===== src/rtl/rbm_read_master_if.sv =====
// Signal bundle for rbm_read_master: control, user FIFO port
// and the Avalon-MM pipelined read bus.
interface rbm_read_master_if #(
   parameter int DATAWIDTH     = 32,
   parameter int ADDRESS_WIDTH = 32
);
   logic                     coe_control_fixed_location;
   logic [ADDRESS_WIDTH-1:0] coe_control_read_base;
   logic [ADDRESS_WIDTH-1:0] coe_control_read_length;
   logic                     coe_control_go;
   logic                     coe_control_done;
   logic                     coe_control_early_done;

   logic                     coe_user_read_buffer;
   logic [DATAWIDTH-1:0]     coe_user_buffer_data;
   logic                     coe_user_data_available;

   logic [ADDRESS_WIDTH-1:0] avm_m0_address;
   logic                     avm_m0_read;
   logic [DATAWIDTH/8-1:0]   avm_m0_byteenable;
   logic [DATAWIDTH-1:0]     avm_m0_readdata;
   logic                     avm_m0_readdatavalid;
   logic                     avm_m0_waitrequest;

   modport master (
      input  coe_control_fixed_location,
      input  coe_control_read_base,
      input  coe_control_read_length,
      input  coe_control_go,
      output coe_control_done,
      output coe_control_early_done,
      input  coe_user_read_buffer,
      output coe_user_buffer_data,
      output coe_user_data_available,
      output avm_m0_address,
      output avm_m0_read,
      output avm_m0_byteenable,
      input  avm_m0_readdata,
      input  avm_m0_readdatavalid,
      input  avm_m0_waitrequest
   );

   modport slave (
      output coe_control_fixed_location,
      output coe_control_read_base,
      output coe_control_read_length,
      output coe_control_go,
      input  coe_control_done,
      input  coe_control_early_done,
      output coe_user_read_buffer,
      input  coe_user_buffer_data,
      input  coe_user_data_available,
      input  avm_m0_address,
      input  avm_m0_read,
      input  avm_m0_byteenable,
      output avm_m0_readdata,
      output avm_m0_readdatavalid,
      output avm_m0_waitrequest
   );
endinterface


===== src/rtl/rbm_read_master.sv =====
// Avalon-MM read master: streams a word-aligned region into a
// show-ahead FIFO, throttled so the FIFO can never overflow.
module rbm_read_master #(
   parameter int DATAWIDTH       = 32,
   parameter int ADDRESS_WIDTH   = 32,
   parameter int FIFO_DEPTH      = 32,
   parameter int FIFO_DEPTH_LOG2 = 5
) (
   input logic               clk,
   input logic               reset_n,
   rbm_read_master_if.master bus
);
   localparam int BYTES = DATAWIDTH / 8;
   localparam int L = FIFO_DEPTH_LOG2;
   localparam logic [ADDRESS_WIDTH-1:0] STEP =
      ADDRESS_WIDTH'(BYTES);
   localparam logic [ADDRESS_WIDTH-1:0] ALIGN =
      ~(STEP - 1'b1);
   localparam logic [L+1:0] DEPTH = (L + 2)'(FIFO_DEPTH);

   typedef enum logic [1:0] {IDLE, RUN, DONE} state_t;

   state_t                   state;
   state_t                   state_nxt;
   logic                     go_d;
   logic                     fixed;
   logic [ADDRESS_WIDTH-1:0] address;
   logic [ADDRESS_WIDTH-1:0] length;
   logic [L:0]               pending;
   logic [L:0]               count;
   logic [L-1:0]             wr_ptr;
   logic [L-1:0]             rd_ptr;
   logic [DATAWIDTH-1:0]     mem [FIFO_DEPTH];

   logic start;
   logic read;
   logic accept;
   logic push;
   logic pop;

   // Handshake qualifiers; reads stop once FIFO plus in-flight is full
   always_comb begin
      start  = bus.coe_control_go & ~go_d & (state != RUN);
      read   = (state == RUN) && (length != '0) &&
               (({1'b0, count} + {1'b0, pending}) < DEPTH);
      accept = read & ~bus.avm_m0_waitrequest;
      push   = bus.avm_m0_readdatavalid & (pending != '0);
      pop    = bus.coe_user_read_buffer & (count != '0);
   end

   // State register
   always_ff @(posedge clk or negedge reset_n) begin
      if (!reset_n) state <= IDLE;
      else          state <= state_nxt;
   end

   // Next-state logic
   always_comb begin
      state_nxt = state;
      unique case (state)
         IDLE: if (start) state_nxt = RUN;
         RUN:  if (length == '0 && pending == '0)
                  state_nxt = DONE;
         DONE: if (start) state_nxt = RUN;
         default: state_nxt = IDLE;
      endcase
   end

   // Transfer parameters, address walk and outstanding-read count
   always_ff @(posedge clk or negedge reset_n) begin
      if (!reset_n) begin
         go_d    <= 1'b0;
         fixed   <= 1'b0;
         address <= '0;
         length  <= '0;
         pending <= '0;
      end else begin
         go_d <= bus.coe_control_go;
         if (start) begin
            fixed   <= bus.coe_control_fixed_location;
            address <= bus.coe_control_read_base & ALIGN;
            length  <= bus.coe_control_read_length & ALIGN;
         end else if (accept) begin
            if (!fixed) address <= address + STEP;
            length <= length - STEP;
         end
         unique case ({accept, push})
            2'b10:   pending <= pending + 1'b1;
            2'b01:   pending <= pending - 1'b1;
            default: pending <= pending;
         endcase
      end
   end

   // FIFO storage; contents are only visible while count is non-zero
   always_ff @(posedge clk) begin
      if (push) mem[wr_ptr] <= bus.avm_m0_readdata;
   end

   // FIFO pointers and occupancy
   always_ff @(posedge clk or negedge reset_n) begin
      if (!reset_n) begin
         wr_ptr <= '0;
         rd_ptr <= '0;
         count  <= '0;
      end else begin
         if (push) wr_ptr <= wr_ptr + 1'b1;
         if (pop)  rd_ptr <= rd_ptr + 1'b1;
         unique case ({push, pop})
            2'b10:   count <= count + 1'b1;
            2'b01:   count <= count - 1'b1;
            default: count <= count;
         endcase
      end
   end

   assign bus.avm_m0_address          = address;
   assign bus.avm_m0_read             = read;
   assign bus.avm_m0_byteenable       = '1;
   assign bus.coe_control_done        = (state == DONE);
   assign bus.coe_control_early_done  =
      (state != IDLE) && (length == '0);
   assign bus.coe_user_data_available = (count != '0);
   assign bus.coe_user_buffer_data    =
      (count != '0) ? mem[rd_ptr] : '0;
endmodule


===== src/flat_wrapper.sv =====
// flat-port wrapper written by rule: the top's interface ports become plain ports
module rbm_read_master_flat 
#(
   parameter int DATAWIDTH       = 32,
   parameter int ADDRESS_WIDTH   = 32,
   parameter int FIFO_DEPTH      = 32,
   parameter int FIFO_DEPTH_LOG2 = 5
)
  (clk, reset_n, bus_coe_control_fixed_location, bus_coe_control_read_base, bus_coe_control_read_length, bus_coe_control_go, bus_coe_control_done, bus_coe_control_early_done, bus_coe_user_read_buffer, bus_coe_user_buffer_data, bus_coe_user_data_available, bus_avm_m0_address, bus_avm_m0_read, bus_avm_m0_byteenable, bus_avm_m0_readdata, bus_avm_m0_readdatavalid, bus_avm_m0_waitrequest);
  rbm_read_master_if #(.DATAWIDTH(DATAWIDTH), .ADDRESS_WIDTH(ADDRESS_WIDTH)) bus_i ();
  input logic clk;
  input logic reset_n;
  input wire logic [$bits(bus_i.coe_control_fixed_location)-1:0] bus_coe_control_fixed_location;
  input wire logic [$bits(bus_i.coe_control_read_base)-1:0] bus_coe_control_read_base;
  input wire logic [$bits(bus_i.coe_control_read_length)-1:0] bus_coe_control_read_length;
  input wire logic [$bits(bus_i.coe_control_go)-1:0] bus_coe_control_go;
  output wire logic [$bits(bus_i.coe_control_done)-1:0] bus_coe_control_done;
  output wire logic [$bits(bus_i.coe_control_early_done)-1:0] bus_coe_control_early_done;
  input wire logic [$bits(bus_i.coe_user_read_buffer)-1:0] bus_coe_user_read_buffer;
  output wire logic [$bits(bus_i.coe_user_buffer_data)-1:0] bus_coe_user_buffer_data;
  output wire logic [$bits(bus_i.coe_user_data_available)-1:0] bus_coe_user_data_available;
  output wire logic [$bits(bus_i.avm_m0_address)-1:0] bus_avm_m0_address;
  output wire logic [$bits(bus_i.avm_m0_read)-1:0] bus_avm_m0_read;
  output wire logic [$bits(bus_i.avm_m0_byteenable)-1:0] bus_avm_m0_byteenable;
  input wire logic [$bits(bus_i.avm_m0_readdata)-1:0] bus_avm_m0_readdata;
  input wire logic [$bits(bus_i.avm_m0_readdatavalid)-1:0] bus_avm_m0_readdatavalid;
  input wire logic [$bits(bus_i.avm_m0_waitrequest)-1:0] bus_avm_m0_waitrequest;
  assign bus_i.coe_control_fixed_location = bus_coe_control_fixed_location;
  assign bus_i.coe_control_read_base = bus_coe_control_read_base;
  assign bus_i.coe_control_read_length = bus_coe_control_read_length;
  assign bus_i.coe_control_go = bus_coe_control_go;
  assign bus_coe_control_done = bus_i.coe_control_done;
  assign bus_coe_control_early_done = bus_i.coe_control_early_done;
  assign bus_i.coe_user_read_buffer = bus_coe_user_read_buffer;
  assign bus_coe_user_buffer_data = bus_i.coe_user_buffer_data;
  assign bus_coe_user_data_available = bus_i.coe_user_data_available;
  assign bus_avm_m0_address = bus_i.avm_m0_address;
  assign bus_avm_m0_read = bus_i.avm_m0_read;
  assign bus_avm_m0_byteenable = bus_i.avm_m0_byteenable;
  assign bus_i.avm_m0_readdata = bus_avm_m0_readdata;
  assign bus_i.avm_m0_readdatavalid = bus_avm_m0_readdatavalid;
  assign bus_i.avm_m0_waitrequest = bus_avm_m0_waitrequest;
  rbm_read_master #(.DATAWIDTH(DATAWIDTH), .ADDRESS_WIDTH(ADDRESS_WIDTH), .FIFO_DEPTH(FIFO_DEPTH), .FIFO_DEPTH_LOG2(FIFO_DEPTH_LOG2)) u_core (.clk(clk), .reset_n(reset_n), .bus(bus_i));
endmodule

===== config.mk =====
export PLATFORM = sky130hd
export DESIGN_NAME = rbm_read_master_flat
export DESIGN_NICKNAME = d
export VERILOG_FILES = /design/src/rtl/rbm_read_master_if.sv /design/src/rtl/rbm_read_master.sv /design/src/flat_wrapper.sv
export SDC_FILE = /design/constraint.sdc
export NUM_CORES = 1
export LEC_CHECK = 0
export ABC_AREA = 1
export CORE_ASPECT_RATIO = 0.7
export CORE_MARGIN = 2
export CORE_UTILIZATION = 45
export DETAILED_ROUTE_END_ITERATION = 8
export PLACE_DENSITY_LB_ADDON = 0.05
export SLEW_MARGIN = 5
export SYNTH_ARGS = -nofsm -noshare
export SYNTH_HDL_FRONTEND = slang
export SYNTH_SLANG_ARGS = --single-unit

===== constraint.sdc =====
create_clock -name clk -period 2.5 [get_ports clk]
set_input_delay 0.375 -clock clk [delete_from_list [all_inputs] [get_ports clk]]
set_output_delay 0.375 -clock clk [all_outputs]
set_load 0.01 [all_outputs]

==> metrics.json, run 1 <==
{
  "max_clock_freq": {"value": 314, "unit": "MHz"},
  "hold_ws": {"value": 177, "unit": "ps"},
  "cp.buffers_inverters": {"value": 5},
  "synth_cell_type_count": {"value": 39},
  "max-slew-margin-rel": {"value": 0.498},
  "syn2layout_area_growth": {"value": 28.8, "unit": "%"},
  "leakagePower": {"value": 21.8, "unit": "nW"},
  "timing.setup.critical_path_class": {"value": "reg -> out"},
  "floorplan.io_pins": {"value": 175},
  "synth-seq-area-share": {"value": 0.702},
  "outcome": {"value": "finished, violations left"},
  "initial_utilization": {"value": 0.452},
  "critical_path.max_stage_delay": {"value": 580, "unit": "ps"},
  "combPwrFrac": {"value": 0.471},
  "reg_power_frac": {"value": 0.310},
  "cp_data_arrival_time": {"value": 2810, "unit": "ps"},
  "timing.reg2reg.setup_slack": {"value": -20, "unit": "ps"},
  "drt.antenna.violating_nets": {"value": 0},
  "reg2reg_from": {"value": "u_core.pending[1]"},
  "post-synth-top-area-cell": {"value": "sky130_fd_sc_hd__edfxtp_1"},
  "vias_in_the_first_global_route": {"value": 31500},
  "critical_path.max_fanout": {"value": 12},
  "ys.warnings.count": {"value": 0},
  "cp_capture_point": {"value": "bus_coe_user_buffer_data[12]"},
  "largest_net_degree_at_the_start_of_global_routing": {"value": 66},
  "place.port_buffers": {"value": 164},
  "numClockSinks": {"value": 1110},
  "data_required_time_at_the_worst_endpoint": {"value": 2120, "unit": "ps"},
  "final_min_period_over_clock_period": {"value": 1.28},
  "worstSetupEndpointType": {"value": "primary output"},
  "leading_register_cell_type_out_of_synthesis": {"value": "sky130_fd_sc_hd__edfxtp_1"},
  "clk_pin_slew_worst_paths": {"value": 60, "unit": "ps"},
  "detailroute.via_count": {"value": 34200},
  "proportion_of_total_power_due_to_net_switching": {"value": 0.378},
  "cpMaxStageDelayCell": {"value": "sky130_fd_sc_hd__dfrtp_4"},
  "antenna_found_initial": {"value": 3},
  "postRouteWirelength": {"value": 153, "unit": "mm"},
  "final_hold_violating_endpoints": {"value": 0},
  "tritoncts": {"value": "yes"},
  "drv_cap": {"value": 0},
  "async_set_or_reset_flop_fraction_in_the_synthesized_netlist": {"value": 0.0775},
  "placement.setup.worst_slack": {"value": -527, "unit": "ps"},
  "clockRootBuffer": {"value": "sky130_fd_sc_hd__clkbuf_16"},
  "clock_path_buffers": {"value": 3},
  "peak_supply_drop": {"value": 0.852, "unit": "mV"},
  "power_report.internal_total": {"value": 45.6, "unit": "mW"},
  "htree_levels": {"value": 3},
  "core": {"value": 104000, "unit": "µm²"},
  "drt_first_iter_violations": {"value": 3799},
  "setup.worst_path.start": {"value": "u_core.rd_ptr[0]"},
  "final-max-slew-violation-count": {"value": 0},
  "setup_viol_count_final": {"value": 35},
  "latest_clock_arrival_within_the_worst_skew_pair": {"value": 720, "unit": "ps"},
  "global_placer_s_final_weighted_congestion": {"value": 0.864},
  "wire_length_of_the_first_global_routing_pass": {"value": 218, "unit": "mm"},
  "clock_skew": {"value": 21.9, "unit": "ps"},
  "hold_class": {"value": "in -> reg"},
  "p_clk_frac": {"value": 0.219},
  "top_area_cell_type_share_of_the_netlist_area": {"value": 0.656},
  "cell_count_after_synthesis": {"value": 4150},
  "violations_in_the_final_reports": {"value": "setup timing"},
  "max_slew.worst_pin.slew": {"value": 753, "unit": "ps"},
  "p_per_area": {"value": 1210, "unit": "nW/µm²"},
  "synth_edf_count": {"value": 1024},
  "avgSynthCellArea": {"value": 11.3, "unit": "µm²"},
  "viasPerCell": {"value": 5.59},
  "numCtsBuffers": {"value": 109},
  "num_rows": {"value": 99},
  "detailed_place_hpwl": {"value": 88.4, "unit": "mm"},
  "drt_pre_antenna_iters": {"value": 6},
  "grtUsageTotal": {"value": 0.280},
  "drt_drc_violations_left": {"value": 0},
  "placed_cell_area": {"value": 53800, "unit": "µm²"},
  "drive_above_1_share": {"value": 0.204},
  "netlist_area": {"value": 46900, "unit": "µm²"},
  "period_needed": {"value": 3190, "unit": "ps"},
  "worst_path_dominant_cell_family": {"value": "buffers and inverters"},
  "critical_path.cell_chain": {"value": "inv_12 -> buf_12 -> buf_12 -> buf_6 -> nor2_1 -> o22ai_1 -> o21ai_1 -> nor2_1 -> nor2_2 -> nor2_4 -> buf_6"},
  "design_area": {"value": 60400, "unit": "µm²"},
  "fp.dieW": {"value": 390, "unit": "µm"},
  "post_drt_wl_per_cell": {"value": 25.0, "unit": "µm"},
  "synth.area.top_cells": {"value": "sky130_fd_sc_hd__edfxtp_1 66%, sky130_fd_sc_hd__nor2_1 6.7%, sky130_fd_sc_hd__nand2_1 5.8%"},
  "setup_repair_after_global_routing_missed_its_margin": {"value": "yes"},
  "worst-path-stages": {"value": 11},
  "net-switching-power": {"value": 27.7, "unit": "mW"},
  "fin_nets": {"value": 4795},
  "flip_flop_and_latch_count_after_synthesis": {"value": 1110},
  "grt_remaining_overflow": {"value": 0},
  "timing.final.ws_setup": {"value": -688, "unit": "ps"},
  "fp.dieArea": {"value": 107000, "unit": "µm²"},
  "reg2reg_to": {"value": "u_core.pending[5]"},
  "reg2reg_depth": {"value": 19},
  "floorplan.die.height": {"value": 274, "unit": "µm"},
  "layout.filler_cells": {"value": 8540},
  "crit_path_start_kind": {"value": "flop"}
}
[kinds of logic (layout without fill, tap and decap cells)]
kind of cell	count (synthesis)	after routing	share of synthesized area
and+or+nand+nor	1814	1814	0.156
DFF	1110	1110	0.702
AOI/OAI and AO/OA	824	824	0.0966
buffers and inverters	353	952	0.0342
adders and majority gates	24	24	0.00673
xor gates and xnor gates	23	23	0.00430
other	2	8	0.000160
[how the worst min path moves through the flow]
stage	from	to	slack (ps)	cells after the start
CTS	bus_coe_control_go	u_core.go_d	140	1
finish	bus_coe_control_go	u_core.go_d	180	1
detailed placement	reset_n	u_core.state[1]	490	1
floorplan	reset_n	u_core.bus.avm_m0_address[10]	80	0
global placement	u_core.state[0]	u_core.state[0]	490	1
global route	bus_coe_control_go	u_core.go_d	140	1
[metal layers]
| metal | share of wire | up-vias | GRT usage |
|---|---|---|---|
| met1 | 0.46 | 16900 | 0.431 |
| met4 | 0.018 | 2 | 0.0564 |
| met2 | 0.43 | 1382 | 0.412 |
| met3 | 0.084 | 178 | 0.0563 |
| met5 | 0.000085 | - | 0 |
| li1 | - | 15700 | - |
[what timing repair did]
item / 4_1_cts / 5_1_grt
pin swaps: 159 / 144
hold endpoints to repair: 46 / 0
buffers inserted: 58 / 25
cloned: 32 / 12
endpoints found under the setup margin: 40 / 54
gates resized for setup: 448 / 220
hold buffers: 1 / 0
[per-stage QoR]
stage	std cells	total power [mW]	utilization	TNS, ps
2_1_floorplan	4154	37.4	-	-239670
3_3_place_gp	5816	50.7	0.519	-14200
3_5_place_dp	5816	50.7	0.519	-13690
4_1_cts	6096	71.7	0.574	-20730
5_1_grt	6116	77.0	0.582	-22730
6_report	6118	73.3	0.582	-18410
[cell usage after synthesis, types with 2 or more instances]
library cell               instances
sky130_fd_sc_hd__edfxtp_1       1024
sky130_fd_sc_hd__nor2_1          834
sky130_fd_sc_hd__nand2_1         725
sky130_fd_sc_hd__o21ai_0         509
sky130_fd_sc_hd__nand3_1         187
sky130_fd_sc_hd__o22ai_1         144
sky130_fd_sc_hd__clkbuf_1        108
sky130_fd_sc_hd__inv_1           101
sky130_fd_sc_hd__dfrtp_1          86
sky130_fd_sc_hd__o211ai_1         82
sky130_fd_sc_hd__buf_2            77
sky130_fd_sc_hd__o21ai_1          41
sky130_fd_sc_hd__a21oi_1          40
sky130_fd_sc_hd__buf_4            38
sky130_fd_sc_hd__ha_1             22
sky130_fd_sc_hd__nand3_2          19
sky130_fd_sc_hd__xor2_1           18
sky130_fd_sc_hd__buf_1            17
sky130_fd_sc_hd__nand4_1          13
sky130_fd_sc_hd__nand3b_1         11
sky130_fd_sc_hd__or2_2             9
sky130_fd_sc_hd__nor2_2            6
sky130_fd_sc_hd__buf_6             5
sky130_fd_sc_hd__xnor2_1           5
sky130_fd_sc_hd__nor3_1            4
sky130_fd_sc_hd__o21bai_1          4
sky130_fd_sc_hd__inv_2             3
sky130_fd_sc_hd__a31oi_1           2
sky130_fd_sc_hd__clkbuf_2          2
sky130_fd_sc_hd__clkinv_1          2
sky130_fd_sc_hd__conb_1            2
sky130_fd_sc_hd__fa_1              2
sky130_fd_sc_hd__nor2_4            2
[registers in the layout, indices dropped and copies added, names as in the netlist]
name / cells
u_core.mem: 1024
u_core.bus.avm_m0_address: 30
u_core.length: 30
u_core.count: 6
u_core.pending: 6
u_core.rd_ptr: 5
u_core.wr_ptr: 5
u_core.state: 2
u_core.fixed: 1
u_core.go_d: 1
[cells in the final DEF, fill, tap and decap left out, types with 13 or more instances in the layout]
cell type / count
sky130_fd_sc_hd__a21oi_1: 27
sky130_fd_sc_hd__a21oi_2: 13
sky130_fd_sc_hd__buf_12: 152
sky130_fd_sc_hd__buf_16: 30
sky130_fd_sc_hd__buf_2: 13
sky130_fd_sc_hd__buf_4: 232
sky130_fd_sc_hd__buf_6: 62
sky130_fd_sc_hd__buf_8: 14
sky130_fd_sc_hd__clkbuf_1: 23
sky130_fd_sc_hd__clkbuf_16: 123
sky130_fd_sc_hd__clkdlybuf4s50_1: 128
sky130_fd_sc_hd__clkinv_1: 27
sky130_fd_sc_hd__clkinv_2: 20
sky130_fd_sc_hd__dfrtp_1: 81
sky130_fd_sc_hd__edfxtp_1: 1024
sky130_fd_sc_hd__inv_1: 92
sky130_fd_sc_hd__nand2_1: 685
sky130_fd_sc_hd__nand2_2: 39
sky130_fd_sc_hd__nand3_1: 164
sky130_fd_sc_hd__nand3_2: 40
sky130_fd_sc_hd__nand4_1: 13
sky130_fd_sc_hd__nor2_1: 699
sky130_fd_sc_hd__nor2_2: 79
sky130_fd_sc_hd__nor2_4: 64
sky130_fd_sc_hd__o211ai_1: 82
sky130_fd_sc_hd__o21ai_0: 403
sky130_fd_sc_hd__o21ai_1: 135
sky130_fd_sc_hd__o22ai_1: 137
sky130_fd_sc_hd__xor2_1: 18
[cell type report]
type / count / area (µm²) / area share
Timing Repair Buffer: 650 / 8350 / 0.138
Antenna cell: 2 / 5.00 / 0.0000829
Sequential cell: 1110 / 32900 / 0.545
Clock buffer: 134 / 2860 / 0.0474
Multi-Input combinational cell: 2691 / 13600 / 0.225
Tap cell: 1363 / 1710 / 0.0282
Inverter: 106 / 434 / 0.00719
Clock inverter: 62 / 534 / 0.00885
[power groups by stage]
stage	Clock (mW)	Sequential [mW]	Combinational, mW
6_report	16.1	22.7	34.5
5_1_grt	17.0	22.8	37.1
4_1_cts	16.3	22.7	32.7
3_5_place_dp	0	23.0	27.7
3_3_place_gp	0	23.0	27.6
2_1_floorplan	0	22.9	14.5
No activity file was read; power rests on OpenSTA's default activity.
==> run 2: changes to the inputs <==
--- a/config.mk
+++ b/config.mk
@@ -10,6 +10,7 @@
 export CORE_MARGIN = 2
 export CORE_UTILIZATION = 45
 export DETAILED_ROUTE_END_ITERATION = 8
+export GPL_ROUTABILITY_DRIVEN = 0
 export PLACE_DENSITY_LB_ADDON = 0.05
 export SLEW_MARGIN = 5
 export SYNTH_ARGS = -nofsm -noshare
==> results of run 2 <==
The final DEF is identical to that of run 1; final timing and power are the same.
